--- config.mk ---
export PLATFORM = sky130hd
export DESIGN_NAME = bus_decode_waitgen_flat
export DESIGN_NICKNAME = d
export VERILOG_FILES = /design/src/rtl/bus_decode_waitgen_pkg.sv /design/src/rtl/bus_decode_waitgen_if.sv /design/src/rtl/bus_decode_waitgen_ws_counter.sv /design/src/rtl/bus_decode_waitgen.sv /design/src/flat_wrapper.sv
export SDC_FILE = /design/constraint.sdc
export NUM_CORES = 1
export LEC_CHECK = 0
export CORE_ASPECT_RATIO = 0.6
export CORE_UTILIZATION = 59
export CTS_CLUSTER_SIZE = 12
export DETAILED_ROUTE_END_ITERATION = 8
export DONT_BUFFER_PORTS = 1
export MAX_ROUTING_LAYER = met4
export PLACE_DENSITY = 0.74
export SKIP_LAST_GASP = 1
export SYNTH_ARGS = -nofsm -noshare
export SYNTH_HDL_FRONTEND = slang
export SYNTH_SLANG_ARGS = --single-unit
--- constraint.sdc ---
create_clock -name clk -period 4.1 [get_ports clk]
set_clock_uncertainty 0.1 [all_clocks]
set_input_delay 0.41 -clock clk [delete_from_list [all_inputs] [get_ports clk]]
set_output_delay 0.41 -clock clk [all_outputs]
set_load 0.01 [all_outputs]
--- src/rtl/bus_decode_waitgen_pkg.sv ---
// Shared types and config-register offsets for the bus decoder / wait-state generator.
package bus_decode_pkg;

  typedef enum logic [2:0] {
    REG_NONE,
    REG_ROM,
    REG_BRAM,
    REG_PERIPH,
    REG_RAM
  } region_t;

  typedef enum logic [1:0] {
    WS_IDLE,
    WS_WAIT,
    WS_HOLD
  } wstate_t;

  localparam logic [3:0] CFG_OFS_ROM  = 4'd8;
  localparam logic [3:0] CFG_OFS_BRAM = 4'd9;
  localparam logic [3:0] CFG_OFS_RAM  = 4'd10;

endpackage

--- src/rtl/bus_decode_waitgen_if.sv ---
// CPU-side bus bundle: address/strobes in, chip selects, wait and config read data out.
interface bus_decode_waitgen_if #(
  parameter int ADDR_W     = 22,
  parameter int PERIPH_W   = 3,
  parameter int RAM_BANK_W = 3
);
  localparam int NUM_PERIPH = 2 ** PERIPH_W;
  localparam int NUM_RAM    = 2 ** RAM_BANK_W;

  logic [ADDR_W-1:0]     address;
  logic                  mem_io;
  logic                  rd;
  logic                  wr;
  logic [7:0]            data_in;
  logic [7:0]            data_out;
  logic                  data_oe;
  logic                  pin_wait;
  logic                  rom_cs_n;
  logic                  bram_cs_n;
  logic [NUM_PERIPH-1:0] periph_cs_n;
  logic [NUM_RAM-1:0]    ram_cs_n;
  logic                  bus_err;

  modport master (
    output address, mem_io, rd, wr, data_in,
    input  data_out, data_oe, pin_wait, rom_cs_n, bram_cs_n, periph_cs_n, ram_cs_n, bus_err
  );

  modport slave (
    input  address, mem_io, rd, wr, data_in,
    output data_out, data_oe, pin_wait, rom_cs_n, bram_cs_n, periph_cs_n, ram_cs_n, bus_err
  );
endinterface

--- src/rtl/bus_decode_waitgen_ws_counter.sv ---
// Wait-state down counter: loadable, decrements on request, flags the last wait cycle.
module ws_counter
  import bus_decode_pkg::*;
#(
  parameter int WS_W = 4
) (
  input  logic            clk,
  input  logic            arst,
  input  logic            load,
  input  logic [WS_W-1:0] load_val,
  input  logic            dec,
  output logic            term
);

  logic [WS_W-1:0] cnt_r;

  // counter register: load wins over decrement, never wraps below zero
  always_ff @(posedge clk or negedge arst) begin
    if (!arst) begin
      cnt_r <= {WS_W{1'b0}};
    end else if (load) begin
      cnt_r <= load_val;
    end else if (dec && (cnt_r != {WS_W{1'b0}})) begin
      cnt_r <= cnt_r - WS_W'(1);
    end else begin
      cnt_r <= cnt_r;
    end
  end

  assign term = (cnt_r == WS_W'(1));

endmodule

--- src/rtl/bus_decode_waitgen.sv ---
// Chip-select decode plus per-region programmable wait-state generator; the wait-state
// table is a register file on peripheral channel CFG_CH.
module bus_decode_waitgen
  import bus_decode_pkg::*;
#(
  parameter int ADDR_W      = 22,
  parameter int PERIPH_W    = 3,
  parameter int RAM_BANK_W  = 3,
  parameter int WS_W        = 4,
  parameter int CFG_CH      = (2 ** PERIPH_W) - 1,
  parameter int ROM_WS_RST  = 2,
  parameter int BRAM_WS_RST = 1,
  parameter int RAM_WS_RST  = 1,
  parameter int PER_WS_RST  = 3
) (
  input logic                 clk,
  input logic                 arst,
  bus_decode_waitgen_if.slave bus
);

  localparam int NUM_PERIPH = 2 ** PERIPH_W;
  localparam int NUM_RAM    = 2 ** RAM_BANK_W;

  logic                  real_s, hi_s, per_s, rom_s, bram_s, cfg_live_s;
  logic [PERIPH_W-1:0]   sel_s;
  logic [RAM_BANK_W-1:0] bank_s;
  logic [3:0]            ofs_s;
  logic [NUM_PERIPH-1:0] periph_cs_s;
  logic [NUM_RAM-1:0]    ram_cs_s;
  region_t               region_s;
  logic [WS_W-1:0]       ws_sel_s, rd_ws_s;
  logic [WS_W-1:0]       per_ws_r [NUM_PERIPH];
  logic [WS_W-1:0]       rom_ws_r, bram_ws_r, ram_ws_r;
  logic                  strobe_s, start_s, strobe_q_r, bus_err_r;
  wstate_t               state_r, state_nx_s;
  logic                  load_s, dec_s, wait_s, term_s;
  logic                  cfg_hit_r, cfg_hit_s, cfg_we_s;
  logic [3:0]            cfg_ofs_r, cfg_ofs_s;
  logic                  unused_data_s;

  assign real_s     = (bus.address[ADDR_W-1:16] == {(ADDR_W-16){1'b0}});
  assign hi_s       = &bus.address[14:7];
  assign per_s      = hi_s & bus.address[15] & bus.mem_io;
  assign rom_s      = bus.mem_io & real_s & ~bus.address[15];
  assign bram_s     = bus.mem_io & real_s & bus.address[15] & ~hi_s;
  assign sel_s      = bus.address[4+PERIPH_W-1:4];
  assign bank_s     = bus.address[ADDR_W-1 -: RAM_BANK_W];
  assign ofs_s      = bus.address[3:0];
  assign cfg_live_s = per_s & (sel_s == PERIPH_W'(CFG_CH));
  assign unused_data_s = ^bus.data_in[7:WS_W];

  // one-hot active-low peripheral and ext-RAM bank selects
  always_comb begin
    periph_cs_s = {NUM_PERIPH{1'b1}};
    ram_cs_s    = {NUM_RAM{1'b1}};
    for (int k = 0; k < NUM_PERIPH; k++) begin
      if (per_s && (sel_s == PERIPH_W'(k))) periph_cs_s[k] = 1'b0;
      else                                  periph_cs_s[k] = 1'b1;
    end
    for (int b = 0; b < NUM_RAM; b++) begin
      if (!bus.mem_io && (bank_s == RAM_BANK_W'(b))) ram_cs_s[b] = 1'b0;
      else                                           ram_cs_s[b] = 1'b1;
    end
  end

  // region classification and its wait-state count
  always_comb begin
    if (!bus.mem_io)  region_s = REG_RAM;
    else if (rom_s)   region_s = REG_ROM;
    else if (bram_s)  region_s = REG_BRAM;
    else if (per_s)   region_s = REG_PERIPH;
    else              region_s = REG_NONE;
    case (region_s)
      REG_ROM:    ws_sel_s = rom_ws_r;
      REG_BRAM:   ws_sel_s = bram_ws_r;
      REG_PERIPH: ws_sel_s = per_ws_r[sel_s];
      REG_RAM:    ws_sel_s = ram_ws_r;
      default:    ws_sel_s = {WS_W{1'b0}};
    endcase
  end

  assign strobe_s = ~bus.rd | ~bus.wr;
  assign start_s  = strobe_s & ~strobe_q_r;

  // wait FSM next state; pin_wait covers the start cycle plus every WAIT cycle
  always_comb begin
    state_nx_s = state_r;
    load_s     = 1'b0;
    dec_s      = 1'b0;
    wait_s     = 1'b0;
    case (state_r)
      WS_IDLE: begin
        if (start_s) begin
          wait_s = (ws_sel_s != {WS_W{1'b0}});
          if (ws_sel_s > WS_W'(1)) begin
            state_nx_s = WS_WAIT;
            load_s     = 1'b1;
          end else begin
            state_nx_s = WS_HOLD;
          end
        end else begin
          state_nx_s = WS_IDLE;
        end
      end
      WS_WAIT: begin
        dec_s  = 1'b1;
        wait_s = 1'b1;
        if (!strobe_s)   state_nx_s = WS_IDLE;
        else if (term_s) state_nx_s = WS_HOLD;
        else             state_nx_s = WS_WAIT;
      end
      WS_HOLD: begin
        if (!strobe_s) state_nx_s = WS_IDLE;
        else           state_nx_s = WS_HOLD;
      end
      default: state_nx_s = WS_IDLE;
    endcase
  end

  ws_counter #(.WS_W(WS_W)) u_ws_counter (
    .clk      (clk),
    .arst     (arst),
    .load     (load_s),
    .load_val (ws_sel_s - WS_W'(1)),
    .dec      (dec_s),
    .term     (term_s)
  );

  // FSM, strobe edge detector, sticky bus error, config target latched at start
  always_ff @(posedge clk or negedge arst) begin
    if (!arst) begin
      state_r    <= WS_IDLE;
      strobe_q_r <= 1'b0;
      bus_err_r  <= 1'b0;
      cfg_hit_r  <= 1'b0;
      cfg_ofs_r  <= 4'd0;
    end else begin
      state_r    <= state_nx_s;
      strobe_q_r <= strobe_s;
      if (!bus.rd && !bus.wr) bus_err_r <= 1'b1;
      else                    bus_err_r <= bus_err_r;
      if ((state_r == WS_IDLE) && start_s) begin
        cfg_hit_r <= cfg_live_s;
        cfg_ofs_r <= ofs_s;
      end else begin
        cfg_hit_r <= cfg_hit_r;
        cfg_ofs_r <= cfg_ofs_r;
      end
    end
  end

  // a zero/one wait-state write enters HOLD on its start edge, before the latch is loaded
  assign cfg_hit_s = (state_r == WS_IDLE) ? cfg_live_s : cfg_hit_r;
  assign cfg_ofs_s = (state_r == WS_IDLE) ? ofs_s : cfg_ofs_r;
  assign cfg_we_s  = (state_nx_s == WS_HOLD) && (state_r != WS_HOLD) &&
                     !bus.wr && bus.rd && cfg_hit_s;

  // wait-state register file
  always_ff @(posedge clk or negedge arst) begin
    if (!arst) begin
      for (int k = 0; k < NUM_PERIPH; k++) per_ws_r[k] <= WS_W'(PER_WS_RST);
      rom_ws_r  <= WS_W'(ROM_WS_RST);
      bram_ws_r <= WS_W'(BRAM_WS_RST);
      ram_ws_r  <= WS_W'(RAM_WS_RST);
    end else if (cfg_we_s) begin
      if (cfg_ofs_s[3:PERIPH_W] == {(4-PERIPH_W){1'b0}})
        per_ws_r[cfg_ofs_s[PERIPH_W-1:0]] <= bus.data_in[WS_W-1:0];
      else if (cfg_ofs_s == CFG_OFS_ROM)  rom_ws_r  <= bus.data_in[WS_W-1:0];
      else if (cfg_ofs_s == CFG_OFS_BRAM) bram_ws_r <= bus.data_in[WS_W-1:0];
      else if (cfg_ofs_s == CFG_OFS_RAM)  ram_ws_r  <= bus.data_in[WS_W-1:0];
      else                                rom_ws_r  <= rom_ws_r;
    end else begin
      rom_ws_r <= rom_ws_r;
    end
  end

  // config read mux on the live offset; reserved offsets read zero
  always_comb begin
    rd_ws_s = {WS_W{1'b0}};
    if (ofs_s[3:PERIPH_W] == {(4-PERIPH_W){1'b0}}) rd_ws_s = per_ws_r[ofs_s[PERIPH_W-1:0]];
    else if (ofs_s == CFG_OFS_ROM)                 rd_ws_s = rom_ws_r;
    else if (ofs_s == CFG_OFS_BRAM)                rd_ws_s = bram_ws_r;
    else if (ofs_s == CFG_OFS_RAM)                 rd_ws_s = ram_ws_r;
    else                                           rd_ws_s = {WS_W{1'b0}};
  end

  assign bus.rom_cs_n    = ~rom_s;
  assign bus.bram_cs_n   = ~bram_s;
  assign bus.periph_cs_n = periph_cs_s;
  assign bus.ram_cs_n    = ram_cs_s;
  assign bus.data_out    = {{(8-WS_W){1'b0}}, rd_ws_s};
  assign bus.data_oe     = arst & cfg_live_s & ~bus.rd & bus.wr;
  assign bus.pin_wait    = arst & wait_s;
  assign bus.bus_err     = bus_err_r;

endmodule

--- src/flat_wrapper.sv ---
// flat-port wrapper written by rule: the top's interface ports become plain ports
module bus_decode_waitgen_flat import bus_decode_pkg::*;
#(
  parameter int ADDR_W      = 22,
  parameter int PERIPH_W    = 3,
  parameter int RAM_BANK_W  = 3,
  parameter int WS_W        = 4,
  parameter int CFG_CH      = (2 ** PERIPH_W) - 1,
  parameter int ROM_WS_RST  = 2,
  parameter int BRAM_WS_RST = 1,
  parameter int RAM_WS_RST  = 1,
  parameter int PER_WS_RST  = 3
)
  (clk, arst, bus_address, bus_mem_io, bus_rd, bus_wr, bus_data_in, bus_data_out, bus_data_oe, bus_pin_wait, bus_rom_cs_n, bus_bram_cs_n, bus_periph_cs_n, bus_ram_cs_n, bus_bus_err);
  bus_decode_waitgen_if #(.ADDR_W(ADDR_W), .PERIPH_W(PERIPH_W), .RAM_BANK_W(RAM_BANK_W)) bus_i ();
  input logic clk;
  input logic arst;
  input wire logic [$bits(bus_i.address)-1:0] bus_address;
  input wire logic [$bits(bus_i.mem_io)-1:0] bus_mem_io;
  input wire logic [$bits(bus_i.rd)-1:0] bus_rd;
  input wire logic [$bits(bus_i.wr)-1:0] bus_wr;
  input wire logic [$bits(bus_i.data_in)-1:0] bus_data_in;
  output wire logic [$bits(bus_i.data_out)-1:0] bus_data_out;
  output wire logic [$bits(bus_i.data_oe)-1:0] bus_data_oe;
  output wire logic [$bits(bus_i.pin_wait)-1:0] bus_pin_wait;
  output wire logic [$bits(bus_i.rom_cs_n)-1:0] bus_rom_cs_n;
  output wire logic [$bits(bus_i.bram_cs_n)-1:0] bus_bram_cs_n;
  output wire logic [$bits(bus_i.periph_cs_n)-1:0] bus_periph_cs_n;
  output wire logic [$bits(bus_i.ram_cs_n)-1:0] bus_ram_cs_n;
  output wire logic [$bits(bus_i.bus_err)-1:0] bus_bus_err;
  assign bus_i.address = bus_address;
  assign bus_i.mem_io = bus_mem_io;
  assign bus_i.rd = bus_rd;
  assign bus_i.wr = bus_wr;
  assign bus_i.data_in = bus_data_in;
  assign bus_data_out = bus_i.data_out;
  assign bus_data_oe = bus_i.data_oe;
  assign bus_pin_wait = bus_i.pin_wait;
  assign bus_rom_cs_n = bus_i.rom_cs_n;
  assign bus_bram_cs_n = bus_i.bram_cs_n;
  assign bus_periph_cs_n = bus_i.periph_cs_n;
  assign bus_ram_cs_n = bus_i.ram_cs_n;
  assign bus_bus_err = bus_i.bus_err;
  bus_decode_waitgen #(.ADDR_W(ADDR_W), .PERIPH_W(PERIPH_W), .RAM_BANK_W(RAM_BANK_W), .WS_W(WS_W), .CFG_CH(CFG_CH), .ROM_WS_RST(ROM_WS_RST), .BRAM_WS_RST(BRAM_WS_RST), .RAM_WS_RST(RAM_WS_RST), .PER_WS_RST(PER_WS_RST)) u_core (.clk(clk), .arst(arst), .bus(bus_i));
endmodule
==> impl_metrics.py <==
metrics = {
    "status": {
        "status": "complete, but fails checks",
        "violations": "negative setup slack",
    },
    "setup_path": {
        "rr_worst_depth": 8,
        "critPathKind": "flip-flop to flip-flop",
        "worstPathArrival_ns": 4.32,
        "cp-start-kind": "flip-flop",
        "critical_path_peak_fanout": 10,
        "end_kind": "flip-flop",
        "cp.required_ns": 4.24,
    },
    "finish": {
        "drive_gt1_frac": 0.335,
        "diodes": 0,
        "fin_area_um2": 3840,
        "nNetsFinal": 364,
        "fill_cells": 430,
        "fin_util": 0.679,
        "register_area_um2": 1450,
        "synthToLayoutAreaGrowth_pct": 9.11,
        "multiInputGateArea_um2": 1960,
    },
    "floorplanning": {
        "die_area_um2": 6280,
        "die_h_um": 61.8,
        "die_w_um": 102,
        "rows": 21,
        "ios": 64,
        "start_util": 0.623,
        "coreArea_um2": 5650,
    },
    "synth": {
        "synth-simple-area-share": 0.162,
        "synth_ff_type": "dfrtp_1",
        "synthesis.area_um2": 3520,
        "synthMuxAreaShare": 0.281,
        "synthCells": 320,
        "ys_warn_count": 0,
        "yosys.area.top_type_share": 0.270,
        "synthXorXnorAreaFrac": 0.0125,
        "avgSynthCellArea_um2": 11.0,
        "synth.distinct_cells": 42,
        "synthArstFlopShare": 1.00,
        "synth_commonest_cells": "mux2_2 (43), dfrtp_1 (38), nand2_1 (37), nor2_1 (23), dfstp_2 (19)",
        "synthAdderAreaFrac": 0.0213,
        "synth_top_family_by_area": "multiplexers",
        "synth_compound_area_frac": 0.0772,
        "yosys-top-cells-area": "dfrtp_1 (27%), dfstp_2 (14%), mux2_2 (14%), mux4_2 (10%), nand2_1 (3.9%)",
        "synth_edf_count": 0,
        "ys_seq_area_frac": 0.412,
        "yosysTopAreaCell": "dfrtp_1",
        "ys_ff_latch": 57,
        "synth.most_common_cell": "mux2_2",
    },
    "global_route": {
        "grt_pass1_vias": 2389,
        "grt_max_degree": 58,
        "gr-total-overflow": 0,
        "antenna_found_initial": 0,
        "grt_pass1_wl_mm": 12.6,
        "grtUsageTotal": 0.295,
    },
    "detailed_routing": {
        "drc": 0,
        "wl_per_cell_um": 20.2,
        "drt-pass1-iter-count": 4,
        "wl_mm": 8.26,
        "drtIter0Drc": 196,
        "vias": 2611,
        "drt-vias-per-instance": 6.40,
        "ant_nets": 0,
    },
    "timing": {
        "hold_violations": 0,
        "fin_crit_sh": 1.02,
        "setup_viol": 6,
        "slew_violations": 0,
        "relSlewSlack": 0.108,
        "fin_crit_ns": 4.18,
        "max_freq_mhz": 239,
        "worstMarginPinSlew_ns": 1.33,
        "hold_slack_ns": 0.0412,
        "rsz0062_at_grt": "true",
        "fin_ws_ns": -0.0807,
    },
    "placement": {
        "port_buffers": 0,
        "post-dp-hpwl_mm": 5.84,
        "globalplace.congestion": 0.861,
        "place_area_um2": 3590,
        "dpl_worst_slack_ns": -0.0653,
    },
    "clock_network": {
        "cts_buffers": 9,
        "clock_latency_ns": 0.35,
        "post_cts_buffers": 0,
        "clock_path_buffers": 2,
        "cts.reportedPaths.clkPinSlew_ns": 0.07,
        "cts_tree": "done",
        "clockRootBuffer": "clkbuf_8",
        "cts_max_level": 3,
        "cts_sinks": 57,
    },
    "worst_hold_path": {
        "holdPathStages": 1,
        "hold_class": "input pin to flip-flop",
    },
    "pwr": {
        "power_mw": 1.20,
        "leakagePower_nw": 1.63,
        "p_per_area_nw_per_um2": 313,
        "vdd_ir_drop_max_v": 0.000186,
    },
    "flow_run": {
        "drv_cap": 0,
    },
}
==> where the power goes <==
| part | internal [mW] | switching (mW) |
|---|---|---|
| logic | 0.0358 | 0.0457 |
| clock network | 0.292 | 0.242 |
| registers | 0.576 | 0.0109 |
==> critical path, cell delays in order (launching register included) <==
cell	delay, ns
dfstp_2	0.38
mux4_2	0.46
a221o_1	0.33
a221oi_1	0.56
ha_1	0.31
or2_2	0.15
a31oi_2	0.20
nor4_1	1.16
mux2_2	0.43
==> final timing paths <==
| check | endpoint | start | slack [ns] |
|---|---|---|---|
| setup / recovery | u_core.per_ws_r[30] | u_core.per_ws_r[16] | -0.08 |
| hold / removal | u_core.bus.bus_err | bus_rd | 0.04 |
| setup reg to reg | u_core.per_ws_r[30] | u_core.per_ws_r[16] | -0.08 |
| hold reg to reg | u_core.cfg_hit_r | u_core.cfg_hit_r | 0.39 |
| max in group asynchronous | u_core.per_ws_r[13] | arst | 3.11 |
| min in group asynchronous | u_core.strobe_q_r | arst | 0.49 |
==> cell type report <==
| cell class | instances | share of cell area |
|---|---|---|
| Inverter | 5 | 0.00489 |
| Timing Repair Buffer | 10 | 0.0254 |
| Multi-Input combinational cell | 240 | 0.511 |
| Clock inverter | 5 | 0.00913 |
| Tap cell | 80 | 0.0261 |
| Sequential cell | 57 | 0.378 |
| Clock buffer | 11 | 0.0453 |
==> logic make-up (layout without fill, tap and decap cells) <==
group | count (synthesis) | after routing
fa+ha+maj | 6 | 6
flops | 57 | 57
mux | 73 | 73
xor+xnor | 5 | 5
simple gates | 111 | 111
compound gates | 41 | 41
other cells | 1 | 4
buf+inv | 26 | 31
==> metrics by stage <==
step | std cells | setup TNS, ns
floorplan | 323 | 0
global route | 408 | -2.83
CTS | 408 | 0
finish | 408 | -0.319
global placement | 390 | 0
detailed placement | 390 | -0.459
==> state kept, by name, summed over array words and instances, names as in the netlist <==
signal and cells:
u_core.bram_ws_r 4, u_core.bus.bus_err 1, u_core.cfg_hit_r 1, u_core.cfg_ofs_r 4, u_core.per_ws_r 32, u_core.ram_ws_r 4, u_core.rom_ws_r 4, u_core.state_r 2
u_core.strobe_q_r 1, u_core.u_ws_counter.cnt_r 4
==> per-layer routing <==
metal / share of wire / vias to the layer above / global-route usage
met3: 0.072 / 14 / 0.0884
met1: 0.45 / 1316 / 0.388
li1: - / 1187 / -
met4: 0.015 / 0 / 0.0807
met2: 0.46 / 94 / 0.453
met5: 0 / - / -
==> layout by cell type, fill, tap and decap left out, types with 10 or more instances in the layout <==
cell type,instances
mux4_2,16
nor2_1,23
mux2i_1,11
a21oi_1,16
nor4_1,10
dfrtp_1,38
nand2_1,37
dfstp_2,19
mux2_2,43
==> what timing repair did <==
item                                   CTS  global route
setup endpoints to repair                0            24
gates resized for setup                  0             0
hold buffers                             2             0
endpoints found under the hold margin   57             0
No activity file was read; power rests on OpenSTA's default activity.
